`config.mk`:
```
export PLATFORM = sky130hd
export DESIGN_NAME = reg_file_sb
export DESIGN_NICKNAME = d
export VERILOG_FILES = /design/src/rtl/reg_file_pkg.sv /design/src/rtl/reg_file_rdport.sv /design/src/rtl/reg_file_sb.sv
export SDC_FILE = /design/constraint.sdc
export NUM_CORES = 1
export LEC_CHECK = 0
export ABC_AREA = 1
export BUFFER_PORTS_ARGS = -buffer_cell sky130_fd_sc_hd__clkbuf_2
export CAP_MARGIN = 20
export CORE_MARGIN = 3
export CORE_UTILIZATION = 25
export CTS_CLUSTER_DIAMETER = 40
export CTS_CLUSTER_SIZE = 10
export DETAILED_ROUTE_END_ITERATION = 12
export GPL_ROUTABILITY_DRIVEN = 0
export PLACE_DENSITY = 0.44
export SLEW_MARGIN = 20
export SYNTH_ARGS = -nofsm -noshare
export SYNTH_HDL_FRONTEND = slang
export SYNTH_SLANG_ARGS = --single-unit
```
`constraint.sdc`:
```
create_clock -name clk -period 2 [get_ports clk]
set_input_delay 0.3 -clock clk [delete_from_list [all_inputs] [get_ports clk]]
set_output_delay 0.3 -clock clk [all_outputs]
set_load 0.1 [all_outputs]
```
`src/rtl/reg_file_pkg.sv`:
```
// Shared constants and the PC next-value priority encoding for reg_file_sb.
// The optional read bypass is enabled by defining REG_FILE_BYPASS_EN.
package reg_file_pkg;

   localparam int DEF_WIDTH    = 16;
   localparam int DEF_DEPTH    = 8;
   localparam int DEF_RESET_PC = 0;

   typedef enum logic [1:0] {
      PC_HOLD = 2'd0,
      PC_INC  = 2'd1,
      PC_LOAD = 2'd2,
      PC_WB   = 2'd3
   } pc_sel_e;

   // Writeback to the PC outranks a fetch load, which outranks auto-increment.
   function automatic pc_sel_e pc_select(input logic wb_hit, input logic load, input logic inc);
      pc_sel_e sel;
      sel = PC_HOLD;
      if (wb_hit) begin
         sel = PC_WB;
      end else if (load) begin
         sel = PC_LOAD;
      end else if (inc) begin
         sel = PC_INC;
      end
      return sel;
   endfunction

endpackage

```
`src/rtl/reg_file_rdport.sv`:
```
// One read port: register/busy mux, with same-cycle writeback forwarding
// when REG_FILE_BYPASS_EN is defined.
module reg_file_rdport
   import reg_file_pkg::*;
#(
   parameter int WIDTH  = DEF_WIDTH,
   parameter int DEPTH  = DEF_DEPTH,
   parameter int ADDR_W = $clog2(DEPTH)
) (
   input  logic [DEPTH-1:0][WIDTH-1:0] regs,
   input  logic [DEPTH-1:0]            busy,
   input  logic [ADDR_W-1:0]           rd_addr,
   input  logic                        wr_en,
   input  logic [ADDR_W-1:0]           wr_addr,
   input  logic [WIDTH-1:0]            wr_data,
   input  logic                        iss_en,
   input  logic [ADDR_W-1:0]           iss_addr,
   output logic [WIDTH-1:0]            rd_data,
   output logic                        rd_busy
);

`ifdef REG_FILE_BYPASS_EN
   // A same-cycle issue to the forwarded register means a newer producer is in flight.
   always_comb begin
      rd_data = regs[rd_addr];
      rd_busy = busy[rd_addr];
      if (wr_en && (wr_addr == rd_addr)) begin
         rd_data = wr_data;
         rd_busy = iss_en && (iss_addr == rd_addr);
      end
   end
`else
   logic unused_bypass;

   assign rd_data       = regs[rd_addr];
   assign rd_busy       = busy[rd_addr];
   assign unused_bypass = ^{wr_en, wr_addr, wr_data, iss_en, iss_addr};
`endif

endmodule

```
`src/rtl/reg_file_sb.sv`:
```
// Multi-port register file with integrated PC register and pending-write scoreboard.
// Define REG_FILE_BYPASS_EN to forward writeback data to the read ports.
module reg_file_sb
   import reg_file_pkg::*;
#(
   parameter int               WIDTH    = DEF_WIDTH,
   parameter int               DEPTH    = DEF_DEPTH,
   parameter int               ADDR_W   = $clog2(DEPTH),
   parameter int               PC_INDEX = DEPTH - 1,
   parameter int               PC_STEP  = 1,
   parameter logic [WIDTH-1:0] RESET_PC = WIDTH'(DEF_RESET_PC)
) (
   input  logic              clk,
   input  logic              reset,
   input  logic [ADDR_W-1:0] rd_addr1,
   input  logic [ADDR_W-1:0] rd_addr2,
   output logic [WIDTH-1:0]  rd_data1,
   output logic [WIDTH-1:0]  rd_data2,
   output logic              rd_busy1,
   output logic              rd_busy2,
   input  logic              wr_en,
   input  logic [ADDR_W-1:0] wr_addr,
   input  logic [WIDTH-1:0]  wr_data,
   input  logic              iss_en,
   input  logic [ADDR_W-1:0] iss_addr,
   input  logic              pc_load,
   input  logic [WIDTH-1:0]  pc_in,
   input  logic              pc_inc,
   output logic [WIDTH-1:0]  pc_out,
   output logic [DEPTH-1:0]  busy_vec
);

   localparam logic [ADDR_W-1:0] PC_ADDR = ADDR_W'(PC_INDEX);

   logic [DEPTH-1:0][WIDTH-1:0] regs;
   logic [DEPTH-1:0]            busy;
   logic [WIDTH-1:0]            pc_next;
   pc_sel_e                     pc_sel;

   always_comb begin
      pc_sel  = pc_select(wr_en && (wr_addr == PC_ADDR), pc_load, pc_inc);
      pc_next = regs[PC_INDEX];
      case (pc_sel)
         PC_WB:   pc_next = wr_data;
         PC_LOAD: pc_next = pc_in;
         PC_INC:  pc_next = regs[PC_INDEX] + WIDTH'(PC_STEP);
         default: pc_next = regs[PC_INDEX];
      endcase
   end

   genvar gi;
   generate
      for (gi = 0; gi < DEPTH; gi++) begin : g_reg
         logic [WIDTH-1:0] data_reg;
         logic             busy_reg;

         if (gi == PC_INDEX) begin : g_pc
            always_ff @(posedge clk or negedge reset) begin
               if (!reset) begin
                  data_reg <= RESET_PC;
               end else begin
                  data_reg <= pc_next;
               end
            end
         end else begin : g_gpr
            always_ff @(posedge clk or negedge reset) begin
               if (!reset) begin
                  data_reg <= '0;
               end else if (wr_en && (wr_addr == ADDR_W'(gi))) begin
                  data_reg <= wr_data;
               end
            end
         end

         // Issue is checked first so a same-cycle new producer keeps the bit set.
         always_ff @(posedge clk or negedge reset) begin
            if (!reset) begin
               busy_reg <= 1'b0;
            end else if (iss_en && (iss_addr == ADDR_W'(gi))) begin
               busy_reg <= 1'b1;
            end else if (wr_en && (wr_addr == ADDR_W'(gi))) begin
               busy_reg <= 1'b0;
            end
         end

         assign regs[gi] = data_reg;
         assign busy[gi] = busy_reg;
      end
   endgenerate

   assign pc_out   = regs[PC_INDEX];
   assign busy_vec = busy;

   reg_file_rdport #(.WIDTH(WIDTH), .DEPTH(DEPTH), .ADDR_W(ADDR_W)) u_rdport1 (
      .regs     (regs),
      .busy     (busy),
      .rd_addr  (rd_addr1),
      .wr_en    (wr_en),
      .wr_addr  (wr_addr),
      .wr_data  (wr_data),
      .iss_en   (iss_en),
      .iss_addr (iss_addr),
      .rd_data  (rd_data1),
      .rd_busy  (rd_busy1)
   );

   reg_file_rdport #(.WIDTH(WIDTH), .DEPTH(DEPTH), .ADDR_W(ADDR_W)) u_rdport2 (
      .regs     (regs),
      .busy     (busy),
      .rd_addr  (rd_addr2),
      .wr_en    (wr_en),
      .wr_addr  (wr_addr),
      .wr_data  (wr_data),
      .iss_en   (iss_en),
      .iss_addr (iss_addr),
      .rd_data  (rd_data2),
      .rd_busy  (rd_busy2)
   );

endmodule

```
==> impl_results.md <==
- Antenna violations before repair: 0
- Final hold slack: between 0.1 and 0.15 ns
- Count of final hold-check violations: 0
- Global-route wire length before repair: approximately 47 mm
- Worst Hold Depth: 3
- Clk Tree Root Cell: clkbuf_16
- Synthesized flop and latch total: about 140
- Share of the clock period used by the worst path after layout: 0.984
- Routed length on met2: 14.9 mm
- Detailed-router iteration count before antenna repair: 5
- Antenna Diode Count: 0
- Family with the most delay on the worst path: compound AO/OA/AOI/OAI gates
- Initial DRC count: roughly 600
- Largest clock skew in the final design: 0.00847 ns
- Number of vias after detailed routing: between 8000 and 9000
- Capturing point of the worst reg2reg path: pc_out[10]$_DFFE_PN0P_
- Largest fanout of any net on the critical path: 6
- Slew of the pin with the lowest slew margin: 0.692 ns
- Netlist cell types: 28
- End of the worst hold path: g_reg[7].busy_reg$_DFFE_PN0P_
- Max stage delay on crit path: 0.45 ns
- Worst-skew pair later-pin latency: 0.43 ns
- Critical path endpoint category: primary output
- Final setup violation count: 0
- Count of input and output buffers: 107
- Gr ovfl total: 0
- DR WL/cell: 18.3 um
- Average vias per placed instance: 4.89
- Critical path launch point type: flip-flop
- Number of warning messages in the yosys log: 0
- Sum of internal, switching and leakage power: about 12 mW
- Detailed-routing wirelength on met1: 13.5 mm
- Global Route Usage Sum: 0.178
- Ordered list of cells on the worst path: nor2_1 -> o21ai_1 -> a21oi_2 -> a31oi_4 -> buf_12
- Run status: finished clean
- Post-route DRC violation count: 0
- Flip-flop count of the largest register after layout: 112
- Library cell contributing the largest single delay on the critical path: dfrtp_2
- Power per Cell Area: 1040 nW/um^2
- Die Area: 34500 sq um
- Most common cell after layout, fill and taps aside: nand2_1
- Max Slew Vio Count: 0
- RSZ-0062 raised after global routing: true
- Residual antenna-violating net count after detailed routing: 0
- Leakage power: 4.82 nW
- CTS sink count: 136
- Detailed-routed wire length on met3: 1.24 mm
- Number of rows created at floorplan: 65
- Post-Synthesis Mean Instance Area: approximately 7.2 sq um
- TritonCTS clock tree: done
- Total Wirelength: 30.1 mm
- Die Span Y: 186 um
- Number of filler instances in the final layout: 3326
- Worst min-delay path startpoint: iss_addr[2]
- # Max-Cap Violations: 0
- Clock edge transition at the registers on the reported setup and hold paths: 0.06 ns
- Effective utilization at floorplan: 0.255
- Depth of the most critical reg-to-reg path: 11
- Pin count of the biggest net entering global routing: 49
- Number of nets in the synthesized netlist: about 1200
- Core Footprint: 31700 sq um
- Maximum clock rate: between 500 and 600 MHz
- Kind of critical path: flip-flop to primary output
- Maximum count of clock buffers along a single path: 2
- Slack of the worst reg-to-reg path: 0.41 ns
- Number of global-route vias before repair: 7902
- Number of buffers inserted during clock tree synthesis: 17
- IR drop worst, VDD: 0.000589 V
- Worst slew margin relative to its limit: 0.538
- Worst path buffer plus inverter count: 1
- Arrival time of data at the critical path endpoint: 1.67 ns
- Syn Std Cell Area: 8080 sq um
- Max H-tree Level: 4
- Proportion of synthesized chip area in sequential cells: 0.421
- Die width: 186 um
- Type of the most critical hold path: input port to flip-flop
- Reg-to-reg startpoint: pc_out[1]$_DFFE_PN0P_
- Required @ worst endpoint: 1.70 ns
- Cell count after synthesis: about 1100
- HPWL after DPL: ~22 mm
- Top layer reached by signal wires: met4
- Commonest cells after routing, fill and taps aside: 253 x nand2_1, 183 x o21ai_0, 120 x dfrtp_1
- Number of I/O pins: 108
- Number of nets in the layout: approximately 1300
- Fraction of layout cells with a size suffix above 1: 0.243
- Final min period: 1.97 ns
- Synthesis-to-finish area growth: 38.6%
[logic make-up after synthesis]
kind of cell / after synthesis / share of synthesized area
AOI/OAI and AO/OA: 449 / 0.297
and+or+nand+nor: 346 / 0.172
buffers and inverters: 192 / 0.104
DFF: 136 / 0.421
adders and majority gates: 4 / 0.00620
[power breakdown]
group	internal, mW	leakage, nW	switching (mW)
clock	2.27	0.315	1.32
combinational	1.35	2.84	3.06
sequential	3.30	1.66	0.376
[worst max-delay path by stage]
stage	start	endpoint	slack, ns	depth (start not counted)
after floorplan	pc_out[8]$_DFFE_PN0P_	rd_data2[8]	-0.03	5
after global placement	rd_addr2[1]	rd_data2[5]	0.03	7
after detailed placement	rd_addr2[1]	rd_data2[8]	0.009	7
after CTS	g_reg[6].data_reg[12]$_DFFE_PN0P_	rd_data2[12]	0.0004	6
after global routing	g_reg[6].data_reg[15]$_DFFE_PN0P_	rd_data2[15]	-0.08	5
final	pc_out[15]$_DFFE_PN0P_	rd_data1[15]	0.03	5
[per-stage QoR]
step / setup slack, ns / utilization / instance area [sq um] / TNS (ns) / cells
2_1_floorplan: -0.0271 / - / 8620 / -0.0271 / 1127
3_3_place_gp: 0.0343 / 0.327 / 10400 / 0 / 1603
3_5_place_dp: 0.00938 / 0.327 / 10400 / 0 / 1603
4_1_cts: 0.000401 / 0.352 / 11200 / 0 / 1646
5_1_grt: -0.0835 / 0.353 / 11200 / -0.292 / 1647
6_report: 0.0318 / 0.353 / 11200 / 0 / 1647
[timing repair]
action / 4_1_cts / 5_1_grt
setup endpoints to repair: 26 / 21
hold buffers: 1 / 0
setup buffers: 10 / 3
resized for setup: 20 / 16
endpoints found under the hold margin: 40 / 0
pin swaps: 0 / 6
[area by class of cell]
class / instances / area, sq um / area share
clock buffers: 19 / 443 / 0.0396
well taps: 402 / 503 / 0.0449
multi-input cells: 799 / 4430 / 0.396
inverters: 107 / 404 / 0.0361
clock inverters: 13 / 214 / 0.0191
flip-flops and latches: 136 / 3430 / 0.306
repair buffers: 171 / 1780 / 0.159
[worst reg2reg max path, delay by kind of cell, from the launching register on]
kind / cells / cell delay [ns]
AND/OR/NAND/NOR: 8 / 0.66
buffers and inverters: 2 / 0.25
flip-flops: 1 / 0.40
adder cells (fa/ha/maj): 1 / 0.19
[synthesized netlist by cell type, drive strengths merged]
cell,count,area share
nor2,66,0.036
dfrtp,136,0.42
clkbuf,20,0.0096
o21ai,274,0.17
a32o,2,0.0025
buf,65,0.044
a21oi,102,0.063
a31oi,34,0.026
clkinv,3,0.0014
inv,104,0.048
o211ai,33,0.031
nand2,260,0.12
o31ai,1,0.00093
ha,4,0.0062
o21bai,3,0.0028
nand3,18,0.012
nand4,2,0.0015
[per-layer routing]
layer	up-vias	GRT usage
li1	3991	-
met3	36	0.0299
met5	-	0
met1	3840	0.233
met4	0	0.0447
met2	180	0.305
No activity file was read; power rests on OpenSTA's default activity.
